<file path="src/rtl/trap_ctrl.sv">
// trap_ctrl: machine-mode trap initiator (exception/interrupt/mret select, CSR handshake, fetch redirect).
// Define TRAP_CTRL_VECTORED_EN to enable vectored interrupt targets when mtvec[1:0]=01.
module trap_ctrl #(
  parameter int MXLEN = 32
) (
  input  logic             i_clk,
  input  logic             i_rst,
  input  logic             i_valid,
  input  logic [MXLEN-1:0] i_pc,
  input  logic             i_exc_iaddr_mis,
  input  logic             i_exc_illegal,
  input  logic             i_exc_ebreak,
  input  logic             i_exc_ecall,
  input  logic             i_exc_laddr_mis,
  input  logic             i_exc_saddr_mis,
  input  logic [MXLEN-1:0] i_exc_tval,
  input  logic             i_mret,
  input  logic             i_irq_soft,
  input  logic             i_irq_timer,
  input  logic             i_irq_ext,
  input  logic             i_mstatus_mie,
  input  logic [MXLEN-1:0] i_mie,
  input  logic [MXLEN-1:0] i_mtvec,
  input  logic [MXLEN-1:0] i_mepc,
  output logic             o_flush,
  output logic             o_stall,
  output logic             o_trap_req,
  output logic [MXLEN-1:0] o_trap_cause,
  output logic [MXLEN-1:0] o_trap_tval,
  output logic [MXLEN-1:0] o_trap_pc,
  output logic             o_mret_req,
  output logic             o_redirect,
  output logic [MXLEN-1:0] o_redirect_pc,
  output logic [MXLEN-1:0] o_mip
);
  typedef enum logic [1:0] {IDLE, TRAP, MRET, REDIR} state_t;
  state_t           r_state;
  logic [2:0]       r_mip;
  logic [MXLEN-1:0] r_target;
  logic [MXLEN-1:0] w_en, w_base, w_target, w_tval;
  logic [MXLEN-2:0] w_code;
  logic             w_irq, w_exc, w_sel, w_vec, w_unused;

  always_comb begin
    o_mip     = '0;
    o_mip[3]  = r_mip[0];
    o_mip[7]  = r_mip[1];
    o_mip[11] = r_mip[2];
  end

  assign w_en  = o_mip & i_mie & {MXLEN{i_mstatus_mie}};
  assign w_irq = w_en[11] | w_en[3] | w_en[7];
  assign w_exc = i_exc_iaddr_mis | i_exc_illegal | i_exc_ebreak | i_exc_ecall |
                 i_exc_laddr_mis | i_exc_saddr_mis;
  assign w_sel = (r_state == IDLE) && i_valid && (w_irq || w_exc || i_mret);
  // Gated by reset so nothing leaks out of the block while it is held in reset.
  assign o_flush = i_rst && w_sel;
  assign o_stall = r_state != IDLE;

  assign w_code = w_en[11]        ? (MXLEN-1)'(11) :
                  w_en[3]         ? (MXLEN-1)'(3)  :
                  w_en[7]         ? (MXLEN-1)'(7)  :
                  i_exc_iaddr_mis ? (MXLEN-1)'(0)  :
                  i_exc_illegal   ? (MXLEN-1)'(2)  :
                  i_exc_ebreak    ? (MXLEN-1)'(3)  :
                  i_exc_ecall     ? (MXLEN-1)'(11) :
                  i_exc_laddr_mis ? (MXLEN-1)'(4)  : (MXLEN-1)'(6);

  assign w_tval = w_irq                             ? '0         :
                  (i_exc_iaddr_mis | i_exc_illegal) ? i_exc_tval :
                  i_exc_ebreak                      ? i_pc       :
                  i_exc_ecall                       ? '0         : i_exc_tval;

  assign w_base = {i_mtvec[MXLEN-1:2], 2'b00};
`ifdef TRAP_CTRL_VECTORED_EN
  assign w_vec = w_irq && (i_mtvec[1:0] == 2'b01);
`else
  assign w_vec = 1'b0;
`endif
  assign w_target = w_vec ? w_base + (MXLEN'(w_code) << 2) : w_base;
  assign w_unused = ^{w_en, i_mtvec[1:0]};

  always_ff @(posedge i_clk or negedge i_rst) begin
    if (!i_rst) begin
      r_state       <= IDLE;
      r_mip         <= '0;
      r_target      <= '0;
      o_trap_req    <= 1'b0;
      o_trap_cause  <= '0;
      o_trap_tval   <= '0;
      o_trap_pc     <= '0;
      o_mret_req    <= 1'b0;
      o_redirect    <= 1'b0;
      o_redirect_pc <= '0;
    end else begin
      r_mip      <= {i_irq_ext, i_irq_timer, i_irq_soft};
      o_trap_req <= 1'b0;
      o_mret_req <= 1'b0;
      o_redirect <= 1'b0;
      case (r_state)
        IDLE: if (w_sel) begin
          if (w_irq || w_exc) begin
            r_state      <= TRAP;
            o_trap_req   <= 1'b1;
            o_trap_cause <= {w_irq, w_code};
            o_trap_tval  <= w_tval;
            o_trap_pc    <= i_pc;
            r_target     <= w_target;
          end else begin
            r_state    <= MRET;
            o_mret_req <= 1'b1;
          end
        end
        TRAP: begin
          r_state       <= REDIR;
          o_redirect    <= 1'b1;
          o_redirect_pc <= r_target;
        end
        MRET: begin
          r_state       <= REDIR;
          o_redirect    <= 1'b1;
          o_redirect_pc <= i_mepc & ~MXLEN'(3);
        end
        default: r_state <= IDLE;
      endcase
    end
  end
endmodule

</file>
<file path="config.mk">
export PLATFORM = sky130hd
export DESIGN_NAME = trap_ctrl
export DESIGN_NICKNAME = d
export VERILOG_FILES = /design/src/rtl/trap_ctrl.sv
export SDC_FILE = /design/constraint.sdc
export NUM_CORES = 1
export LEC_CHECK = 0
export ABC_CLOCK_PERIOD_IN_PS = 1850
export CAP_MARGIN = 20
export CORE_ASPECT_RATIO = 1.4
export CORE_MARGIN = 3
export CORE_UTILIZATION = 30
export DETAILED_ROUTE_END_ITERATION = 8
export GPL_TIMING_DRIVEN = 0
export MAX_ROUTING_LAYER = met4
export PLACE_DENSITY = 0.65
export SYNTH_ARGS = -nofsm -noshare
export SYNTH_HDL_FRONTEND = slang
export SYNTH_SLANG_ARGS = --single-unit
</file>
<file path="constraint.sdc">
create_clock -name i_clk -period 1.85 [get_ports i_clk]
set_input_delay 0.2775 -clock i_clk [delete_from_list [all_inputs] [get_ports i_clk]]
set_output_delay 0.2775 -clock i_clk [all_outputs]
set_load 0.02 [all_outputs]
</file>
* Word level (Yosys, flattened, before mapping)
Cells that the tools add are included.
** Operators by class
- Eq/ne operators :: 3
- Multiplexer cells :: 23
- Bitwise operators :: 9
- Reductions and logical operators :: 10
** Operator list (number)
- 2-to-1 mux 32 bit :: 4
- case mux 32 bit (2 select lines) :: 1
- 2-to-1 mux 4 bit :: 7
- AND 12 bit :: 2
- 2-to-1 mux 1 bit :: 7
- bitwise OR 1 bit :: 7
- 2-to-1 mux 2 bit :: 3
- case mux 2 bit (2 select lines) :: 1
- nonzero test 2 bit :: 2
- logical AND 1 bit :: 3
- AND reduction 3 bit :: 1
- equality test 2 x 1 -> 1 bit, second input constant :: 1
- equality test 2 bit, second input constant :: 1
- zero test 2 bit :: 1
- logical OR 1 bit :: 2
- inequality test 2 bit, second input constant :: 1
- OR reduction 2 bit :: 1
** Word-level totals
- Bits in registers :: 166
- Input port bits :: 174
- Logic and storage cells :: 55

* Depth between registers and ports, before layout
- Depth after elaboration :: 10
- Mapped depth :: 6
- Depth with buffers taken out :: 6

* Worst setup path after synthesis
OpenSTA, ideal clock, no wires.
- Path type :: register to output
- Start point :: register r_mip[2]
- End point :: output o_flush
- Arrival time :: 1695 ps
- Setup slack :: -123 ps
- Cell stages (with the launch flop) :: 6
- Path buffers :: 1
- Cells stage by stage :: dfrtp_1 a22oi_1 o21a_1 a21oi_1 buf_2 o21a_1
** Between the ends
- Word-level cells in the longest chain between the ends :: 8
** RTL lines
- start: declaration :: RTL line 38 : logic [2:0] r_mip;
- start signal: assignment :: RTL line 96 : r_mip <= {i_irq_ext, i_irq_timer, i_irq_soft};
- AND 12 bit (2 in a row) :: RTL line 51 : assign w_en = o_mip & i_mie & {MXLEN{i_mstatus_mie}};
- bitwise OR 1 bit (2 in a row) :: RTL line 52 : assign w_irq = w_en[11] | w_en[3] | w_en[7];
- logical OR 1 bit (2 in a row) :: RTL line 55 : assign w_sel = (r_state == IDLE) && i_valid && (w_irq || w_exc || i_mret);
- logical AND 1 bit :: RTL line 55
- logical AND 1 bit :: RTL line 57 : assign o_flush = i_rst && w_sel;
- end: declaration :: RTL line 25 : output logic o_flush,
No other way between the ends.

* Worst setup path in the final report
- Start point :: input i_exc_iaddr_mis
- End point :: output o_flush
** Between the ends
- Word-level cells in the longest chain between the ends :: 9
** RTL lines
- start: declaration :: RTL line 10 : input logic i_exc_iaddr_mis,
- bitwise OR 1 bit (4 in a row) :: RTL line 53 : assign w_exc = i_exc_iaddr_mis | i_exc_illegal | i_exc_ebreak | i_exc_ecall |
- bitwise OR 1 bit :: RTL line 54 : i_exc_laddr_mis | i_exc_saddr_mis;
- logical OR 1 bit (2 in a row) :: RTL line 55
- logical AND 1 bit :: RTL line 55
- logical AND 1 bit :: RTL line 57
No other way between the ends.

==> flow_results.org <==
** Status
- Status :: complete, but fails checks
- Violations in the final reports :: negative hold slack, negative setup slack

** Final layout
- Utilization of the core after routing :: 50.0%
- Most common cell after layout, fill and taps aside :: sky130_fd_sc_hd__clkdlybuf4s50_1
- Share of final-layout standard cells stronger than drive strength 1 :: 22.3%
- Synth-to-layout area growth :: 62.0%
- Final design instance area without fill :: 10,400 sq um
- NumNets Final :: 1,064
- Filler-free cell count of the finished design :: 1,156
- The repair_antennas step left the layout with diodes totalling 0.
- The library cells used most frequently in the layout, excluding fill and tap cells, are sky130_fd_sc_hd__clkdlybuf4s50_1, sky130_fd_sc_hd__dfrtp_1, sky130_fd_sc_hd__mux2_2, sky130_fd_sc_hd__a21oi_1, sky130_fd_sc_hd__buf_4.

** Placed design
- Cell count after placement :: 1,116
- Detailed placement finished with a half-perimeter wire length of 14,900 um.
- IO Port Bufs :: 247
- Final weighted congestion in routability-driven placement :: 0.754
- Post-place instance area :: 9430 sq um

** GRT
- GRT Resource Usage Total :: 17.6%
- The via count of the first global-routing pass is 5,377.
- For this run the aggregate overflow at the end of global routing stands at 0.
- The number of antenna violations at the first check in global routing was 0.
- Maximum number of pins on one net before global-route repair :: 75
- The first global-routing pass estimated 29,900 um of wire.

** Setup path
- In this run the critical register-to-register path is launched from r_mip[2].
- List of cells traversed by the critical path :: buf_2 -> or4_4 -> nor3_4 -> a21oi_4 -> buf_8 -> o21a_1 -> buf_6
- Endpoint of the worst register-to-register path :: o_trap_pc[26]
- For the worst setup path, the data required time is 1570 ps.
- Measured in cells, the most critical reg-to-reg path has a length of 7.
- Buffer and inverter count on the worst path :: 3
- Type of origin of the critical path :: input pin
- The setup path with the least slack is of type input pin to primary output.
- Delay of the slowest critical-path stage :: 560 ps
- The cell family contributing the most delay on the critical path is simple AND/OR/NAND/NOR gates.
- STA classifies the critical path endpoint as a primary output.
- Crit path DAT :: 1750 ps
- Slack of the worst reg-to-reg path :: -40 ps
- Highest-delay cell along the critical path :: sky130_fd_sc_hd__or4_4
- Critical Path Fanout Max :: 4

** Clock network
- In this run the clock root is driven by a sky130_fd_sc_hd__clkbuf_16.
- Clock latency on the worst-skew pair :: 420 ps
- CTS sink cnt :: 137
- H-Tree Level Count :: 4
- Clock edge transition at the registers on the reported setup and hold paths :: 60 ps
- TritonCTS built the clock tree.
- Maximum buffer depth of the clock tree :: 2
- Number of buffers inserted during clock tree synthesis :: 17

** Die
- Die height :: 179 um
- The floorplan has 62 rows.
- Measured along the x axis, the die boundary spans 129 um.
- Core box area :: 20,700 sq um
- The floorplan step defined a die boundary enclosing 23,100 sq um.
- For this configuration, the core starts out at a cell density of 30.9%.
- Boundary pin count :: 339

** Yosys
- Sequential cells were found to cover 53.6% of the synthesized design area.
- In this run, distinct cell masters in the synthesized netlist total 30.
- For this run, the number of Yosys warnings is 0.
- Synthesized area :: 6390 sq um
- Dividing the synthesized area by the synthesized cell count gives 11.5 sq um.
- Number of instances in the synthesized netlist :: 555
- #FFs+latches synth :: 137

** Timing
- Max Clk Rate :: 494 MHz
- Final hold viol count :: 64
- Total Negative Setup Slacks :: -1320 ps
- Relative slew slack :: 57.7%
- Setup repair after global routing missed its margin :: yes
- Setup violations remaining at the end of the flow were counted as 67.
- After layout, the worst path uses 109% of the clock period.
- At the pin with the least slew margin, the transition time is 635 ps.
- Max Slew Vio Count :: 0
- Clock skew :: 8.17 ps
- Worst Slack Setup Final :: -174 ps
- Counting I/O delays and the setup requirement, the final critical path takes 2020 ps.
- Worst hold slack :: -148 ps

** Routing
- Number of vias per cell after detailed routing :: 4.47
- Once detail routing completed, the nets flagged for antenna violations numbered 0.
- Summed over all layers, the routed wires come to 20,000 um.
- Routed WL per cell :: 17.3 um
- The first detailed-routing pass took 4 iterations.
- Summing over every cut layer, the via total after detailed routing is 5,168.
- Drc violations :: 0
- The detailed router finished its first iteration with 131 violations.

** Power
- Leak Pwr :: 0.00448 uW
- IR analysis of the VDD net gives a maximum drop of 0.799 mV.
- Dividing total power by cell area gives a power density of 1670 nW/um^2.

** Worst hold path
- The path class of the tightest hold or removal check is input pin to asynchronous set/reset pin.

** Run
- Across the run, the number of max-cap violations was 0.
cell families after synthesis:
logic type,count (synthesis),synth area share [%]
AO/OA/AOI/OAI,110,9.04
adder cells (fa/ha/maj),3,0.587
buffers and inverters,96,9.24
flip-flops,137,53.6
multiplexers,129,22.1
other,1,0.0586
AND/OR/NAND/NOR,79,5.36
worst reg2reg max path, stage by stage (launching register included):
cell and delay [ps]:
sky130_fd_sc_hd__dfrtp_1 400, sky130_fd_sc_hd__a22oi_2 100, sky130_fd_sc_hd__o21a_2 230, sky130_fd_sc_hd__a21oi_4 190
sky130_fd_sc_hd__buf_4 180, sky130_fd_sc_hd__buf_12 140, sky130_fd_sc_hd__buf_8 160, sky130_fd_sc_hd__mux2_2 350
state kept, by name, indices dropped and copies added, names as in the netlist:
signal         flops
o_trap_pc         32
o_trap_tval       32
o_redirect_pc     30
r_target          30
o_trap_cause       5
r_mip              3
r_state            2
o_mret_req         1
o_redirect         1
o_trap_req         1
power breakdown:
| group | total, uW | switching [uW] | internal [uW] |
|---|---|---|---|
| Sequential | 5180 | 696 | 4490 |
| Combinational | 8380 | 4190 | 4190 |
| Clock | 3730 | 1320 | 2410 |
| Total | 17300 | 6200 | 11100 |
timing repair:
item,4_1_cts,5_1_grt
setup buffers,6,1
endpoints found under the hold margin,64,64
pin swaps,8,1
cloned,0,1
endpoints found under the setup margin,133,111
gates resized for setup,56,40
per-layer routing:
| layer | vias up | global-route usage [%] | share of wire [%] | wire [um] |
|---|---|---|---|---|
| met2 | 214 | 31.5 | 54 | 10800 |
| met3 | 11 | 4.89 | 6.9 | 1380 |
| met4 | 0 | 3.77 | 0.89 | 178 |
| li1 | 2478 | - | - | - |
| met5 | - | - | 0 | 0 |
| met1 | 2465 | 19.4 | 38 | 7700 |
cells in the mapped netlist, drive strengths merged:
master | n | area share (%)
nor2 | 33 | 1.9
inv | 4 | 0.23
ha | 3 | 0.59
nand3 | 1 | 0.078
o221ai | 1 | 0.14
o41a | 1 | 0.18
and3 | 3 | 0.29
dfrtp | 137 | 54
or3 | 1 | 0.098
a22oi | 1 | 0.12
a32o | 1 | 0.16
o21a | 2 | 0.23
mux2i | 31 | 4.9
conb | 1 | 0.059
nor4b | 2 | 0.27
nor3b | 1 | 0.12
or2 | 1 | 0.098
nand2b | 2 | 0.20
nor3 | 1 | 0.16
o32a | 1 | 0.16
o21ai | 38 | 3.0
or4 | 1 | 0.18
buf | 68 | 7.6
clkbuf | 24 | 1.4
mux2 | 98 | 17
a21oi | 65 | 5.1
nand2 | 33 | 1.9
final cells by class:
type	count	area [sq um]
plain buffers	92	722
clock buffers	23	488
clock inverters	9	163
fillers	1908	10400
inverters	4	15.0
multi-input cells	379	2650
flip-flops and latches	137	3430
well taps	256	320
repair buffers	256	2580
worst max-delay path by stage:
stage / startpoint / to / slack (ps) / depth (start not counted)
6_report: i_exc_iaddr_mis / o_flush / -170 / 7
5_1_grt: r_mip[2] / o_flush / -240 / 6
4_1_cts: r_mip[2] / o_flush / -180 / 6
3_5_place_dp: i_mstatus_mie / o_flush / -1390 / 7
3_3_place_gp: i_rst / o_trap_pc[22] / -5490 / 1
2_1_floorplan: r_mip[2] / o_flush / 4 / 5
through the flow:
stage	power [uW]	setup WS, ps
finish	17300	-174
global placement	13200	-5490
global route	18400	-236
detailed placement	13400	-1390
floorplan	9660	3.83
CTS	17300	-184
(Power assumes the default switching activity.)
